--- src/rtl/idma_burst_responder.sv ---
// Stand-in iDMA backend: buffers 1D burst requests and retires them at a fixed
// byte rate, emitting one trans_complete pulse per request in order.

package idma_burst_responder_pkg;
  typedef struct packed {
    logic [31:0] src;
    logic [31:0] dst;
    logic [31:0] num_bytes;
  } burst_req_t;

  typedef struct packed {
    logic trans_complete;
    logic backend_idle;
  } meta_t;
endpackage

module idma_burst_responder #(
  parameter int unsigned ReqFifoDepth  = 2,
  parameter int unsigned BytesPerCycle = 4,
  parameter int unsigned SetupLatency  = 1,
  parameter int unsigned NumBytesWidth = 32,
  parameter type burst_req_t = idma_burst_responder_pkg::burst_req_t,
  parameter type meta_t      = idma_burst_responder_pkg::meta_t
) (
  input  logic        clk_i,
  input  logic        rst_ni,
  input  burst_req_t  burst_req_i,
  input  logic        valid_i,
  output logic        ready_o,
  output meta_t       meta_o,
  input  logic        stall_i,
  output logic [31:0] trans_count_o
);

  localparam int unsigned PtrW = (ReqFifoDepth > 1) ? $clog2(ReqFifoDepth) : 1;
  localparam int unsigned CntW = $clog2(ReqFifoDepth + 1);
  localparam int unsigned SetW = (SetupLatency > 0) ? $clog2(SetupLatency + 1) : 1;

  typedef enum logic [1:0] {Idle, Setup, Xfer, Done} state_e;

  // ---------------------------------------------------------------------------
  // Request FIFO (non-fall-through: an entry is visible the cycle after push)
  // ---------------------------------------------------------------------------
  burst_req_t      mem_q [ReqFifoDepth];
  logic [PtrW-1:0] wr_ptr_q, rd_ptr_q;
  logic [CntW-1:0] cnt_q;
  logic            fifo_full, fifo_empty, push, pop;

  function automatic logic [PtrW-1:0] ptr_inc(input logic [PtrW-1:0] p);
    return (p == PtrW'(ReqFifoDepth - 1)) ? '0 : p + 1'b1;
  endfunction

  assign fifo_full  = (cnt_q == CntW'(ReqFifoDepth));
  assign fifo_empty = (cnt_q == '0);
  assign ready_o    = !fifo_full;
  assign push       = valid_i && ready_o;

  always_ff @(posedge clk_i) begin
    if (!rst_ni) begin
      wr_ptr_q <= '0;
      rd_ptr_q <= '0;
      cnt_q    <= '0;
    end else begin
      if (push) wr_ptr_q <= ptr_inc(wr_ptr_q);
      if (pop)  rd_ptr_q <= ptr_inc(rd_ptr_q);
      case ({push, pop})
        2'b10:   cnt_q <= cnt_q + 1'b1;
        2'b01:   cnt_q <= cnt_q - 1'b1;
        default: ;
      endcase
    end
  end

  always_ff @(posedge clk_i) begin
    if (push) mem_q[wr_ptr_q] <= burst_req_i;
  end

  // ---------------------------------------------------------------------------
  // Transfer FSM
  // ---------------------------------------------------------------------------
  state_e                   state_q, state_d;
  logic [NumBytesWidth-1:0] rem_q, rem_d, rem_step, head_bytes;
  logic [SetW-1:0]          set_q, set_d;
  logic [31:0]              count_q;

  assign head_bytes = NumBytesWidth'(mem_q[rd_ptr_q].num_bytes);
  assign rem_step   = (rem_q <= NumBytesWidth'(BytesPerCycle)) ? '0
                    : rem_q - NumBytesWidth'(BytesPerCycle);

  always_comb begin
    state_d = state_q;
    rem_d   = rem_q;
    set_d   = set_q;
    pop     = 1'b0;
    unique case (state_q)
      // DONE shares the dispatch path with IDLE so back-to-back requests
      // do not pay an extra idle cycle.
      Idle, Done: begin
        if (state_q == Done) state_d = Idle;
        if (!fifo_empty) begin
          pop   = 1'b1;
          rem_d = head_bytes;
          set_d = SetW'(SetupLatency);
          if (SetupLatency != 0)    state_d = Setup;
          else if (head_bytes == '0) state_d = Done;
          else                       state_d = Xfer;
        end
      end
      Setup: begin
        if (set_q <= SetW'(1)) state_d = (rem_q == '0) ? Done : Xfer;
        else                   set_d   = set_q - 1'b1;
      end
      Xfer: begin
        if (!stall_i) begin
          rem_d = rem_step;
          if (rem_step == '0) state_d = Done;
        end
      end
      default: state_d = Idle;
    endcase
  end

  always_ff @(posedge clk_i) begin
    if (!rst_ni) begin
      state_q <= Idle;
      rem_q   <= '0;
      set_q   <= '0;
      count_q <= '0;
    end else begin
      state_q <= state_d;
      rem_q   <= rem_d;
      set_q   <= set_d;
      if (state_q == Done) count_q <= count_q + 32'd1;
    end
  end

  // Status is derived from registered state only; valid_i never reaches meta_o.
  always_comb begin
    meta_o                = '0;
    meta_o.trans_complete = (state_q == Done);
    meta_o.backend_idle   = (state_q == Idle) && fifo_empty;
  end

  assign trans_count_o = count_q;

endmodule
--- config.mk ---
export PLATFORM = sky130hd
export DESIGN_NAME = idma_burst_responder
export DESIGN_NICKNAME = d
export VERILOG_FILES = /design/src/rtl/idma_burst_responder.sv
export SDC_FILE = /design/constraint.sdc
export NUM_CORES = 1
export LEC_CHECK = 0
export BUFFER_PORTS_ARGS = -buffer_cell sky130_fd_sc_hd__buf_2
export CAP_MARGIN = 10
export CORE_MARGIN = 5
export CORE_UTILIZATION = 55
export DETAILED_ROUTE_END_ITERATION = 7
export PLACE_DENSITY_LB_ADDON = 0.2
export SKIP_LAST_GASP = 1
export SYNTH_ARGS = -nofsm -noshare
export SYNTH_HDL_FRONTEND = slang
export SYNTH_SLANG_ARGS = --single-unit
--- constraint.sdc ---
create_clock -name clk_i -period 3.1 [get_ports clk_i]
set_input_delay 0.62 -clock clk_i [delete_from_list [all_inputs] [get_ports clk_i]]
set_output_delay 0.62 -clock clk_i [all_outputs]
set_load 0.01 [all_outputs]
==> reports/qor.csv <==
stage;metric;value;unit
cells_and_area;Area growth, synth to finish;18.40;%
routing;routed wl met2;6.516;mm
cells_and_area;most frequent cells in the layout;70 x dfxtp_1, 70 x buf_2, 64 x edfxtp_1;
worst_setup_path;Setup crit start kind;register;
routing;final WL;13.83;mm
worst_setup_path;Worst Setup SP;rem_q[8];
routing;DRC Markers;0;
floorplanning;die area;14060;sq um
sta;Final period util;89.57;%
clocking;setup bufs post-CTS;0;
logic_synthesis;synthesized cell area;6486;sq um
power;pwr dens;1060;nW/um^2
floorplanning;die height;118.6;um
logic_synthesis;Synth cell types;58;
sta;Slew HR;53.71;%
power;Design Power;8141;uW
routing;Highest Signal Layer;met4;
worst_hold_path;hold path startpoint;burst_req_i[20];
clocking;CTS tree;done;
sta;RSZ-0062 raised after global routing;no;
routing;antenna-violating nets left;0;
sta;Worst Tran Pin Value;694.3;ps
global_routing;Congestion Overflow GR;0;
routing;routed metal-1 wirelength;6.212;mm
placement;routability cong.;0.9248;
routing;Routed wire per std cell;16.39;um
worst_setup_path;Setup CP Type;reg -> reg;
worst_hold_path;hold crit path type;in -> reg;
sta;final hold slack;375.9;ps
cells_and_area;nets@finish;796;
routing;DR vias;4882;
cells_and_area;Antenna Cells;0;
floorplanning;Initial Util;56.56;%
floorplanning;number of I/O pins;135;
logic_synthesis;Syn Inst Count;612;
routing;Avg Vias per Cell;5.784;
global_routing;vias in the first global route;4793;
placement;I/O Buffers;70;
floorplanning;Die Wd;118.6;um
routing;DR iter-0 viols;341;
worst_setup_path;CP required;3410;ps
routing;met3 routed WL;760;um
clocking;Clock Latency Late Sink;430;ps
logic_synthesis;ys flop type;dfxtp_1;
clocking;CTS Buffer Depth;2;
clocking;Num CTS Buffers;17;
logic_synthesis;yosys warns;0;
cells_and_area;Fillers;891;
worst_setup_path;CP endpoint kind;register;
clocking;# clock sinks;135;
sta;fin. max-slew vios;0;
clocking;CTS Hold Bufs;0;
placement;Inst Count DP;812;
global_routing;first-pass GRT wire length;23.58;mm
global_routing;largest net degree at the start of global routing;44;
floorplanning;Core ar.;11470;sq um
cells_and_area;final core occ;66.97;%
clocking;CTS Root Cell;clkbuf_16;
sta;setup TNS;0;ps
worst_setup_path;Data arrival, critical path;3080;ps
clocking;Resized Gates After CTS;0;
cells_and_area;Reg area;3344;sq um
sta;Final Skew;10.99;ps
worst_setup_path;worst-path fanout max;8;
logic_synthesis;Mean Syn Cell Area;10.60;sq um
power;Leak;0.002987;uW
sta;highest clock rate;0.3601;GHz
logic_synthesis;sequential area share after synthesis;51.54;%
sta;final setup violation count;0;
logic_synthesis;syn_nets;720;
routing;DR pass1 iterations;5;
flow_run;Max Cap Violations;0;
sta;Tmin final;2777;ps
logic_synthesis;number of synthesized register bits;135;
status;status;finished, final reports clean;
logic_synthesis;ys async rst share;0;%
cells_and_area;Finished Layout Cells;844;
logic_synthesis;Post-synth EDFFs;64;
power;Max VDD drop;0.5568;mV
worst_setup_path;worst reg2reg path startpoint;rem_q[8];
clocking;CTS H-Tree Depth;4;
cells_and_area;layout cells sized above 1;20.11;%
clocking;Reg clk slew, reported paths;60;ps
global_routing;initial antenna violation count;0;
global_routing;GRT Total Usage;20.68;%
floorplanning;# rows;39;
placement;DP HPWL;9.694;mm
cells_and_area;Multi-input gate area;2879;sq um
sta;Hold Fails Final Rpt;0;
-- Yosys cell counts, drive strengths merged, types with 2 or more instances --
| library cell | number | area (sq um) |
|---|---|---|
| o211ai | 2 | 15.01 |
| xnor2 | 26 | 227.7 |
| a21boi | 16 | 120.1 |
| and4 | 6 | 52.55 |
| mux2i | 33 | 330.3 |
| o22ai | 10 | 62.56 |
| ha | 8 | 100.1 |
| clkbuf | 26 | 118.9 |
| nand3 | 22 | 110.1 |
| nor4 | 12 | 111.4 |
| edfxtp | 64 | 1922 |
| o221ai | 2 | 17.52 |
| o211a | 2 | 20.02 |
| xor2 | 15 | 131.4 |
| nor2 | 29 | 108.9 |
| a2111oi | 2 | 17.52 |
| nor2b | 18 | 112.6 |
| a21oi | 14 | 70.07 |
| and3 | 12 | 76.33 |
| nand2b | 4 | 25.02 |
| a31oi | 6 | 37.54 |
| o21ai | 43 | 215.2 |
| a21o | 2 | 15.01 |
| o31ai | 3 | 22.52 |
| nor3 | 15 | 91.34 |
| nand4 | 7 | 43.79 |
| o32ai | 8 | 70.07 |
| or3 | 7 | 43.79 |
| and2 | 38 | 237.7 |
| dfxtp | 71 | 1421 |
| buf | 12 | 81.32 |
| nor3b | 3 | 22.52 |
| or4 | 6 | 57.55 |
| inv | 10 | 37.54 |
| nand2 | 35 | 131.4 |
| a22oi | 13 | 97.59 |
-- kinds of logic after synthesis --
family                   count (synthesis)  share of synthesized area, %
XOR/XNOR                                41                         5.536
buffers and inverters                   49                         4.167
AO/OA/AOI/OAI                          126                         12.46
flip-flops                             135                         51.54
multiplexers                            33                         5.093
AND/OR/NAND/NOR                        220                         19.66
adder cells (fa/ha/maj)                  8                         1.543
-- layer usage --
metal,vias up,GRT usage (%)
met2,130,32.52
met4,0,9.001
met5,-,0
met3,21,5.014
met1,2330,27.28
li1,2401,-
-- sequential cells by signal, indices dropped and copies added (netlist names), named ones only --
name           flops
state_q            2
wr_ptr_q           1
cnt_q              2
trans_count_o     32
rem_q             32
mem_q             64
rd_ptr_q           1
-- critical path: stages (launching register included) --
cell and delay (ps):
dfxtp_1 350, or4_1 630, nor4_4 490, nand3_1 180
xor2_1 160, nand3_1 120, o31a_2 390, o311a_1 330
-- through the flow --
stage               instance area, sq um  setup WS, ps
global route                        7680         117.5
finish                              7680         323.2
floorplan                           6486         443.9
detailed placement                  6998         345.9
CTS                                 7680         319.7
global placement                    6998         317.7
-- power breakdown --
part / internal [uW] / total (uW) / leakage (uW) / switching, uW
sequential: 2190 / 2490 / 0.00118 / 304
combinational: 1370 / 3340 / 0.00148 / 1970
clock: 1580 / 2310 / 0.000329 / 729
-- worst paths after layout --
path	slack, ps	endpoint	cells past startpoint
worst max-delay path	320	state_q[0]	7
worst min-delay path	380	mem_q[0][20]	1
worst max register to register	320	state_q[0]	7
worst min register to register	510	rem_q[19]	2
-- area by class of cell --
| cell class | instances | share of cell area, % |
|---|---|---|
| Inverter | 10 | 0.4888 |
| Clock inverter | 15 | 3.340 |
| Tap cell | 143 | 2.330 |
| Clock buffer | 17 | 5.539 |
| Multi-Input combinational cell | 428 | 37.49 |
| Timing Repair Buffer | 96 | 7.266 |
| Sequential cell | 135 | 43.55 |
Power figures use the tool's default switching activity.
